`src/rtl/adsr_envelope.sv`:
```
// Per-voice ADSR envelope generator that scales a signed wavetable sample by a 16-bit level.
// Define ADSR_EXP_RELEASE_EN for an exponential release curve instead of a linear one.
module adsr_envelope #(
  parameter int DATA_W = 16,
  parameter int LVL_W  = 16
) (
  input  logic              Clk,
  input  logic              Reset,
  input  logic              sample_Clk,
  input  logic              CS,
  input  logic              gate,
  input  logic [DATA_W-1:0] sample_in,
  input  logic [LVL_W-1:0]  attack_rate,
  input  logic [LVL_W-1:0]  decay_rate,
  input  logic [LVL_W-1:0]  sustain_level,
  input  logic [LVL_W-1:0]  release_rate,
  output logic [DATA_W-1:0] sample_out,
  output logic              out_valid,
  output logic [LVL_W-1:0]  env_level,
  output logic [2:0]        state,
  output logic              active
);

  localparam logic [2:0] IDLE    = 3'd0;
  localparam logic [2:0] ATTACK  = 3'd1;
  localparam logic [2:0] DECAY   = 3'd2;
  localparam logic [2:0] SUSTAIN = 3'd3;
  localparam logic [2:0] RELEASE = 3'd4;

  localparam logic [LVL_W-1:0] FULL   = '1;
  localparam int               PROD_W = DATA_W + LVL_W + 1;

  logic [2:0]               state_reg, state_next;
  logic [LVL_W-1:0]         level_reg, level_next;
  logic [DATA_W-1:0]        sample_out_reg;
  logic                     out_valid_reg;
  logic signed [PROD_W-1:0] product;
  logic [LVL_W:0]           attack_sum;
  logic [LVL_W-1:0]         sustain_gap;
  logic [LVL_W:0]           release_dec;
  logic                     unused_bits;

  // Level is treated as a non-negative Q0.16 gain; the >>> LVL_W is a plain bit select.
  assign product = $signed(sample_in) * $signed({1'b0, level_reg});

  assign attack_sum  = {1'b0, level_reg} + {1'b0, attack_rate};
  assign sustain_gap = level_reg - sustain_level;

`ifdef ADSR_EXP_RELEASE_EN
  assign release_dec = {1'b0, level_reg >> release_rate[3:0]} + (LVL_W+1)'(1);
  assign unused_bits = ^{product[LVL_W-1:0], product[PROD_W-1], release_rate[LVL_W-1:4]};
`else
  assign release_dec = (release_rate == '0) ? (LVL_W+1)'(1) : {1'b0, release_rate};
  assign unused_bits = ^{product[LVL_W-1:0], product[PROD_W-1]};
`endif

  always_comb begin
    state_next = state_reg;
    level_next = level_reg;
    case (state_reg)
      IDLE: begin
        if (gate) begin
          state_next = ATTACK;
          level_next = (attack_sum >= {1'b0, FULL}) ? FULL : attack_sum[LVL_W-1:0];
        end
      end
      ATTACK: begin
        if (!gate) begin
          state_next = RELEASE;
        end else if (attack_sum >= {1'b0, FULL}) begin
          state_next = DECAY;
          level_next = FULL;
        end else begin
          level_next = attack_sum[LVL_W-1:0];
        end
      end
      DECAY: begin
        if (!gate) begin
          state_next = RELEASE;
        end else if ((level_reg <= sustain_level) || (decay_rate >= sustain_gap)) begin
          state_next = SUSTAIN;
          level_next = sustain_level;
        end else begin
          level_next = level_reg - decay_rate;
        end
      end
      SUSTAIN: begin
        if (!gate) begin
          state_next = RELEASE;
        end else begin
          level_next = sustain_level;
        end
      end
      RELEASE: begin
        // Retrigger resumes the attack from wherever the release has got to.
        if (gate) begin
          state_next = ATTACK;
        end else if (release_dec >= {1'b0, level_reg}) begin
          state_next = IDLE;
          level_next = '0;
        end else begin
          level_next = level_reg - release_dec[LVL_W-1:0];
        end
      end
      default: begin
        state_next = IDLE;
        level_next = '0;
      end
    endcase
  end

  always_ff @(posedge Clk) begin
    if (Reset || !CS) begin
      state_reg      <= IDLE;
      level_reg      <= '0;
      sample_out_reg <= '0;
      out_valid_reg  <= 1'b0;
    end else begin
      out_valid_reg <= sample_Clk;
      if (sample_Clk) begin
        state_reg      <= state_next;
        level_reg      <= level_next;
        sample_out_reg <= product[LVL_W +: DATA_W];
      end
    end
  end

  assign sample_out = sample_out_reg;
  assign out_valid  = out_valid_reg;
  assign env_level  = level_reg;
  assign state      = state_reg;
  assign active     = (state_reg != IDLE);

endmodule

```
`config.mk`:
```
export PLATFORM = sky130hd
export DESIGN_NAME = adsr_envelope
export DESIGN_NICKNAME = d
export VERILOG_FILES = /design/src/rtl/adsr_envelope.sv
export SDC_FILE = /design/constraint.sdc
export NUM_CORES = 1
export LEC_CHECK = 0
export ABC_AREA = 1
export BUFFER_PORTS_ARGS = -buffer_cell sky130_fd_sc_hd__buf_2
export CAP_MARGIN = 20
export CELL_PAD_IN_SITES_DETAIL_PLACEMENT = 1
export CELL_PAD_IN_SITES_GLOBAL_PLACEMENT = 1
export CORE_UTILIZATION = 49
export CTS_CLUSTER_SIZE = 30
export DETAILED_ROUTE_END_ITERATION = 10
export PLACE_DENSITY = 0.95
export SLEW_MARGIN = 20
export SYNTH_ARGS = -nofsm -noshare
export SYNTH_HDL_FRONTEND = slang
export SYNTH_SLANG_ARGS = --single-unit
```
`constraint.sdc`:
```
create_clock -name Clk -period 14.86 [get_ports Clk]
set_input_delay 4.458 -clock Clk [delete_from_list [all_inputs] [get_ports Clk]]
set_output_delay 4.458 -clock Clk [all_outputs]
set_load 0.005 [all_outputs]
```
==> results.md <==
* Pre-antenna DRT Iters at 5
* TritonCTS buffer count at 5
* Initial drt markers at 849
* Status: completed
* Antenna viol nets, final at 0
* HP Class: reg2reg
* Top FF cell, synth: dfxtp_1
* Die area at a little over 0.03 mm2
* Int Power at 310.9 uW
* Switching share of power at between 50% and 60%
* Leakage power at 0.009266 uW
* Post-synthesis sequential area ratio at 4.974%
* Clock Sinks at 36
* Top cells by area, synth: fa_1 (27%), ha_1 (17%), nand2_1 (13%), inv_1 (13%), a21oi_1 (5.1%)
* Die height at 174.0 um
* Number of remaining DRC errors at 0
* CTS tree: built
* Row cnt at 62
* Initial Util at 50.21%
* Post-CTS setup buffer count at 0
* Max-slew headroom at 21.59%
* Worst VDD drop at 0.05267 mV
* Grt total ovfl at 0
* Post-CTS Hold Fix Bufs at 0
* Placed Cells at 2551
* # diodes at 0
* Register bit total from synthesis at 36
* Share of power burned in registers at 17.3%
* Comb power frac at 65.7%
* Dpl cell area at 0.01536 mm2
* Largest net degree at the start of global routing at 33
* Port Buffers at ~120
* Final Non-Filler Cells at 2559
* Final slew viol count at 0
* Vias per cell at 5.751
* Fill cells at 3932
* Startpoint types: input pin
* Avg Cell Area, Syn at 6.873 um2
* Area Overhead vs Synth at 7.072%
* Crit path DAT at 10.16 ns
* Final layout net count at between 2000 and 3000
* Sequential Area at slightly above 700 um2
* Least-Margin Pin Slew at 1.175 ns
* Pwr dens at ~41 mW/mm2
* Routed wire per std cell at 21.50 um
* First-pass GRT wire length at 87.64 mm
* Setup crit end kind: flop
* Clock power share at 17.0%
* Synth async-reset ratio at 0%
* Design Power at 632.4 uW
* Synth area leader: fa_1
* Number of global-route vias before repair at 16471
* Psw at 321.5 uW
* DP HPWL at between 40 and 50 mm
* Warnings from Yosys at 0
* Min Tclk post-route at ~10 ns
* Multi-input gate area at 0.01157 mm2
* Hold depth at 2
* Total wire length at 55.03 mm
* CP max FO at 16
* Post-synth cell types at 44
* Die X at 174.0 um
* Fin crit share at around two thirds
* Design Area, Final at 0.01551 mm2
* Required @ worst endpoint at 15.04 ns
* Syn nets at 2583
* Max Cap Violations at 0
* Mapped Cells at roughly 2100
* # H-tree levels at 2
* Routability cong. at 1.007
* Setup violators final at 0
* Top-area cell type share of the netlist area at 27.22%
* Initial antenna violation count at 0
* # resized after CTS at 0
* Worst Reg-to-Reg Cells at 21
* Critical path class: in2reg
* Clock skew at 0.008519 ns
* Setup TNS at 0 ns
* Achievable clock frequency at 0.1002 GHz
* Vias at ~15000
* Post-synth EDFFs at 0
* Std-Cell Core Area at 0.02886 mm2
* Hold Slack at 0.4855 ns
* Number of top-level pins at 122
* Share of cells above drive strength 1 at 7.632%
* Clk root buf: clkbuf_16
* Clock-pin slew on the worst setup and hold paths at 0.05 ns
* Post-Syn Area at 0.01449 mm2
* Final Hold Fails at 0
* RSZ-0062 raised after global routing: false
* Total global-route track usage at a little under two fifths
* Skew-Pair Late Insertion Delay at between 0.2 and 0.3 ns
* Clk buf depth at 2
==> per-layer routing <==
| metal | GRT usage [%] | wire length [um] |
|---|---|---|
| met3 | 4.834 | 3407 |
| met1 | 42.02 | 20180 |
| met5 | 0 | 0 |
| met4 | 21.45 | 3685 |
| met2 | 67.63 | 27760 |
==> logic make-up after synthesis <==
kind of cell	Yosys count	share of synthesized area (%)
compound gates	280	10.86
xor+xnor	51	3.083
flops	36	4.974
fa+ha+maj	390	43.89
simple gates	775	22.01
buf+inv	576	15.18
==> per-stage QoR <==
step                      utilization, %  setup WS (ns)
after floorplan                        -          5.248
after global placement             53.24          4.982
after detailed placement           53.24          4.759
after CTS                          53.75          5.005
after global routing               53.76          4.757
final                              53.76          4.877
==> power by group through the flow <==
stage | sequential, uW | combinational [uW] | clock (uW)
detailed placement | 111 | 399 | 0
global placement | 111 | 372 | 0
finish | 110 | 415 | 108
global route | 110 | 456 | 112
CTS | 109 | 408 | 108
floorplan | 107 | 262 | 0
==> worst paths after layout <==
kind,from,end,slack (ns)
worst max-delay path,sample_in[8],sample_out[14],4.88
worst min-delay path,sample_out[14],sample_out[14],0.49
worst max register to register,env_level[0],sample_out[9],8.03
worst min register to register,sample_out[14],sample_out[14],0.49
==> layout make-up <==
| class | instances | share of cell area (%) |
|---|---|---|
| Multi-Input combinational cell | 1496 | 74.59 |
| Clock buffer | 8 | 0.9436 |
| Timing Repair Buffer | 137 | 4.678 |
| Sequential cell | 36 | 4.646 |
| Tap cell | 384 | 3.097 |
| Inverter | 498 | 12.05 |
==> worst max-delay path: stages <==
cell and delay, ns:
buf_2 0.37, nand2_1 0.16, fa_1 0.58, inv_1 0.07
fa_1 0.43, inv_1 0.10, fa_1 0.42, inv_1 0.10
fa_1 0.43, fa_1 0.54, inv_1 0.07, fa_1 0.47
inv_1 0.06, ha_1 0.35, a21oi_1 0.31, o21ai_0 0.22
a21oi_1 0.22, o211ai_1 0.17, a21oi_1 0.21, xor2_1 0.20
nand2_1 0.07, o211ai_1 0.11, inv_1 0.05
==> synthesized netlist by cell type (all sizes together), types with 5 or more instances <==
master,count
nand3b,7
or2,7
buf,8
o21bai,8
xnor2,24
a21oi,149
clkbuf,70
a21o,13
nand3,102
o22ai,8
a31oi,8
nor2,104
o21ai,65
nand4,17
fa,197
ha,193
inv,498
nor4,5
o211ai,11
xor2,27
nand2,515
dfxtp,36
nor3,17
==> placed cells by master (no fill, tap or decap), types with 4 or more instances in the layout <==
cell type	instances
nor2_1	102
o21ai_0	60
nand3b_1	7
clkbuf_16	5
dfxtp_1	36
nor4_1	5
o21bai_1	8
o211ai_1	11
a31oi_1	8
buf_2	121
nand4_1	17
a21oi_1	147
inv_1	496
xnor2_1	24
fa_1	197
xor2_1	27
o21ai_1	4
nand2_1	512
a21o_1	13
ha_1	193
buf_4	16
nand3_1	99
nor3_1	16
or2_2	7
o22ai_1	8
(Power assumes the default switching activity.)
